==> src/rtl/ring_osc_pkg.sv <==
// Shared constants and elaboration helpers for the flop-based ring oscillator model.
package ring_osc_pkg;

    localparam logic MODE_DC = 1'b0;
    localparam logic MODE_AC = 1'b1;

    // Ring length must be odd so the ring can never settle while enabled.
    function automatic bit stages_ok(input int n);
        return (n >= 3) && ((n % 2) == 1);
    endfunction

    // Reset pattern: odd stages high, even stages low (N=5 gives 0,1,0,1,0).
    function automatic logic reset_value(input int idx);
        return logic'(idx % 2);
    endfunction

endpackage

==> src/rtl/ring_stage.sv <==
// One registered ring stage: an inverter, or a NAND with enable for stage 0.
module ring_stage #(
    parameter logic RST_VAL = 1'b0,
    parameter bit   IS_NAND = 1'b0
) (
    input  logic clk,
    input  logic rst,
    input  logic en_i,
    input  logic d_i,
    output logic q_o
);

    logic q_q;
    logic q_d;

    always_comb begin
        q_d = IS_NAND ? ~(en_i & d_i) : ~d_i;
    end

    // NOTE: non-blocking so every stage samples its neighbour's pre-edge value.
    always_ff @(posedge clk) begin
        if (rst) begin
            q_q <= RST_VAL;
        end else begin
            q_q <= q_d;
        end
    end

    assign q_o = q_q;

endmodule

==> src/rtl/ring_oscillator.sv <==
// Cycle-accurate odd-length ring oscillator with measurement, DC-stress and
// AC-stress operation; one edge advances one stage per clock.
module ring_oscillator
    import ring_osc_pkg::*;
#(
    parameter int N_STAGES = 5
) (
    input  logic clk,
    input  logic rst,
    input  logic Mode,
    input  logic Stress,
    output logic OUT
);

    localparam bit N_OK = stages_ok(N_STAGES);

    if (!N_OK) begin : g_bad_n
        $error("ring_oscillator: N_STAGES must be odd and >= 3");
    end

    logic [N_STAGES-1:0] stage_q;
    logic                ring_en;
    logic                out_d;
    logic                out_q;

    // Only DC stress breaks the loop; AC stress keeps the ring toggling.
    always_comb begin
        ring_en = ~(Stress & (Mode == MODE_DC));
    end

    for (genvar i = 0; i < N_STAGES; i++) begin : g_stage
        if (i == 0) begin : g_nand
            ring_stage #(
                .RST_VAL (reset_value(0)),
                .IS_NAND (1'b1)
            ) u_stage (
                .clk  (clk),
                .rst  (rst),
                .en_i (ring_en),
                .d_i  (stage_q[N_STAGES-1]),
                .q_o  (stage_q[0])
            );
        end else begin : g_inv
            ring_stage #(
                .RST_VAL (reset_value(i)),
                .IS_NAND (1'b0)
            ) u_stage (
                .clk  (clk),
                .rst  (rst),
                .en_i (1'b1),
                .d_i  (stage_q[i-1]),
                .q_o  (stage_q[i])
            );
        end
    end

    // AC stress hides the tap from the probe while the ring keeps running.
    always_comb begin
        out_d = (Stress && (Mode == MODE_AC)) ? 1'b0 : stage_q[N_STAGES-1];
    end

    always_ff @(posedge clk) begin
        if (rst) begin
            out_q <= 1'b0;
        end else begin
            out_q <= out_d;
        end
    end

    assign OUT = out_q;

endmodule

==> config.mk <==
export PLATFORM = sky130hd
export DESIGN_NAME = ring_oscillator
export DESIGN_NICKNAME = d
export VERILOG_FILES = /design/src/rtl/ring_osc_pkg.sv /design/src/rtl/ring_stage.sv /design/src/rtl/ring_oscillator.sv
export SDC_FILE = /design/constraint.sdc
export NUM_CORES = 1
export LEC_CHECK = 0
export CORE_AREA = 2 2 39 41
export DETAILED_ROUTE_END_ITERATION = 8
export DIE_AREA = 0 0 41 43
export PLACE_DENSITY = 0.42
export SLEW_MARGIN = 20
export SYNTH_ARGS = -nofsm -noshare
export SYNTH_HDL_FRONTEND = slang
export SYNTH_SLANG_ARGS = --single-unit
==> constraint.sdc <==
create_clock -name clk -period 1 [get_ports clk]
set_clock_uncertainty 0.2 [all_clocks]
set_input_delay 0.1 -clock clk [delete_from_list [all_inputs] [get_ports clk]]
set_output_delay 0.1 -clock clk [all_outputs]
set_load 0.02 [all_outputs]
======== Yosys cells after proc, flatten, opt, wreduce, memory -nomap -nowiden ========
Cells that the tools add are included.
operators by class
  bitwise logic cells ..................... 9
  reductions and logical operators ........ 2
operators with widths
  kind                count
  1-bit NOT           7
  1-bit bitwise AND   2
  2-bit OR reduction  1
  1-bit logical AND   1
word-level totals
  register bits after elaboration ......... 6
  bits of input ports ..................... 4
  output and inout bits ................... 1

======== Logic depth before layout (Yosys ltp) ========
  depth after elaboration ................. 5
  gate-level depth with buffers ........... 2

======== Modules after synthesis ========
From an unflattened synthesis, not the netlist that was laid out.
second synthesis, totals
  cell total of the unflattened synthesis .. 15
  area total of the unflattened synthesis .. 175.2 um2
by module, submodules not included
  module                                      area an instance (um2)  cells each  instances
  ring_stage at g_stage[1].g_inv.u_stage ...  26.3                    2           2
  ring_stage at g_stage[2].g_inv.u_stage ...  23.8                    2           2
  ring_oscillator                             46.3                    5           1
  ring_stage at g_stage[0].g_nand.u_stage     28.8                    2           1

======== Worst setup path before layout ========
OpenSTA, ideal clock, no wires.
  kind .................................... register -> register
  from .................................... register g_stage[4].g_inv.u_stage.q_q
  to ...................................... register out_q (netlist: OUT)
  period minus slack after synthesis ...... 755 ps
  cell stages (with the launch flop) ...... 3
  slack ................................... 245 ps
  required time ........................... 721 ps
  arrival time ............................ 475 ps
  setup time .............................. 79 ps
  path buffers ............................ 0
  cell sequence ........................... dfxtp_1 -> inv_1 -> a211oi_2
RTL lines
  element                 line                   RTL
  start, declared         ring_stage.sv:13       logic q_q;
  start signal, assigned  ring_stage.sv:25       q_q <= q_d;
  end signal, assigned    ring_oscillator.sv:66  out_q <= out_d;
  end, declared           ring_oscillator.sv:24  logic out_q;
No word-level cell between the ends.

======== Final worst setup path ========
  from .................................... register out_q (netlist: OUT)
  to ...................................... output port OUT
RTL lines
  element        line                   RTL
  end, declared  ring_oscillator.sv:12  output logic OUT
No word-level cell between the ends.

==> run_results.csv <==
group,metric,value,unit
run_status,status,"complete, no violations",
die,row_count,14,
cells_and_area,fin_cells,37,
worst_setup_path,startpoint,"OUT",
synth,syn-cell-area,179,um2
worst_setup_path,crit_chain,"buf_6",
synth,synth_top_area_share,67.1,%
die,die_h,43,um
worst_setup_path,r2r-end,"OUT",
clock_tree,cts_tree,"done",
cells_and_area,nets,27,
clock_tree,post_cts_buffers,0,
clock_tree,cts-root-buf,"clkbuf_4",
die,start_util,12.9,%
timing,period_needed,966,ps
min_path,hp-class,"flop to flop",
clock_tree,cts.sinks,6,
synth,synthCells,14,
worst_setup_path,cp.arrival,670,ps
synth,ys_warn_count,0,
route,first_pass_iters,2,
synth,syn_nets,18,
power_and_ir_drop,vdd.ir_drop.worst,0.000737,V
power_and_ir_drop,total_power,495,uW
synth,ys_seq_area_share,67.1,%
die,die_area,0.00176,mm2
power_and_ir_drop,p_comb_share,6.0,%
worst_setup_path,slowest_stage,"dfxtp_2",
synth,synthFlopType,"dfxtp_1",
place,io_buffers,4,
timing,hold_violations,0,
synth,ys_ff_latch,6,
worst_setup_path,cp-start-kind,"flop",
die,dieWidth,41,um
route,vias,120,
route,routed_via_density,3.24,
route,avgRoutedWirePerCell,8.22,um
synth,yosys.area.top_type,"dfxtp_1",
clock_tree,cts.reportedPaths.clkPinSlew,40,ps
worst_setup_path,crit_buf_inv,1,
grt,grt_antenna_before_repair,0,
worst_setup_path,worst_r2r_startpoint,"g_stage[4].g_inv.u_stage.q_o",
route,drc_errors,0,
synth,avgSynthCellArea,12.8,um2
route,drt_iter0_drc,1,
synth,yosysMostFrequentCell,"dfxtp_1",
timing,maxSlewViolCount,0,
worst_setup_path,crit_fanout,1,
power_and_ir_drop,p_clk_share,43.3,%
synth,async_flop_share,0,%
power_and_ir_drop,sw_frac_of_total,18.9,%
clock_tree,cts_buffers,3,
worst_setup_path,critPathRequiredTime,700,ps
timing,layout_setup_ws,33.9,ps
power_and_ir_drop,power.density,1880,mW/mm2
route,wl,304,um
timing,finalSetupViolations,0,
cells_and_area,fin_area,264,um2
place,dp_slack,-174,ps
worst_setup_path,path_class,"flop to primary output",
worst_setup_path,critical_path.max_stage_delay,310,ps
timing,fin_crit_sh,96.6,%
cells_and_area,area_delta_synth_final,47.6,%
grt,grt_pass1_vias,120,
timing,fmax,1040,MHz
synth,synth_common_cells,"dfxtp_1 (6), nand2b_1 (2), nor2_1 (2)",
synth,synth.area.top_cells,"dfxtp_1 (67%), nand2b_4 (7.7%), a211oi_2 (7.0%)",
cells_and_area,drive_gt1_share,38.1,%
cells_and_area,final_core_util,19.1,%
cells_and_area,fillers,155,
worst_setup_path,endpoint_kind,"primary output",
synth,yosysUniqueCellTypes,7,
grt,grt_max_degree,7,
grt,grt_use_total,5.03,%
worst_setup_path,ff2ff_setup_slack,200,ps
clock_tree,clockBufferDepth,2,
die,ioPinCount,5,
run,cap_viol_max_count,0,
timing,slew_headroom,84.3,%
die,core_region_area,0.00138,mm2
power_and_ir_drop,pwr-share-seq,50.7,%
route,ant_nets,0,
worst_setup_path,rr_worst_depth,2,
min_path,hold_end,"g_stage[3].g_inv.u_stage.q_o",
place,place_congestion,0.458,
worst_setup_path,critPathTopFamily,"flip-flops",
synth,synth_edf_count,0,
timing,worst_slew_pin_slew,235,ps
power_and_ir_drop,p_int,402,uW
timing,rsz0062_at_grt,"no",
clock_tree,insertion_delay,240,ps
power_and_ir_drop,p_leak,0.000101,uW
place,placed_area,239,um2
cells_and_area,antennaDiodeCount,0,
power_and_ir_drop,power.switching,93.7,uW
place,dp_cells,34,
grt,overflow,0,
min_path,min_path_cells,1,
min_path,min_from,"g_stage[2].g_inv.u_stage.q_o",
clock_tree,h-tree-depth,1,
grt,grt_pass1_wl,510,um
## layout make-up
cell class | instances | area, um2 | share of cell area [%]
Clock buffer | 3 | 22.5 | 8.53
Inverter | 1 | 3.75 | 1.42
Multi-Input combinational cell | 7 | 55.1 | 20.9
Sequential cell | 6 | 121 | 46.0
Tap cell | 16 | 20.0 | 7.58
Timing Repair Buffer | 4 | 41.3 | 15.6
## flip-flops by register name, indices dropped and copies added, names as in the netlist
name and count:
g_stage.g_inv.u_stage.q_o 4, OUT 1, g_stage.g_nand.u_stage.q_o 1
## repair_timing
item                                    4_1_cts  5_1_grt
resized for setup                             4        3
hold buffers                                  0        0
endpoints found under the setup margin        1        1
## layer usage
| layer | track usage [%] | share of wire [%] | vias to the layer above |
|---|---|---|---|
| met5 | 0 | 0 | - |
| met4 | 2.00 | 2.0 | 0 |
| met3 | 7.85 | 16 | 2 |
| met2 | 5.63 | 36 | 7 |
| met1 | 4.53 | 46 | 52 |
| li1 | - | - | 59 |
## per-stage QoR
| stage | hold slack (ps) | TNS [ps] |
|---|---|---|
| floorplan | -37.6 | 0 |
| global placement | 157 | -685 |
| detailed placement | 163 | -844 |
| CTS | 173 | 0 |
| global route | 182 | 0 |
| finish | 174 | 0 |
## power by group through the flow
stage          logic, uW  registers, uW  clock network [uW]
5_1_grt             32.3            251                 247
6_report            29.8            251                 214
4_1_cts             29.8            251                 227
3_3_place_gp        28.3            255                   0
2_1_floorplan       9.51            255                   0
3_5_place_dp        29.5            255                   0
## cells in the final DEF (no fill, tap or decap), drive strengths merged
cell,netlist,routed
nand2b,3,3
a211oi,1,1
buf,0,1
nor2,2,2
dfxtp,6,6
inv,1,1
clkbuf,0,3
clkdlybuf4s50,0,3
a21oi,1,1
## cells by family after synthesis
logic type / after synthesis / synth area share, %
compound gates: 2 / 11.9
buf+inv: 1 / 2.10
flops: 6 / 67.1
simple gates: 5 / 18.9
## worst max-delay path by stage
stage / endpoint / slack (ps) / depth (start not counted)
floorplan: OUT / 250 / 2
detailed placement: OUT / -170 / 1
global placement: OUT / -170 / 1
global route: OUT / 7 / 1
finish: OUT / 30 / 1
CTS: OUT / 4 / 1
(Power assumes the default switching activity.)
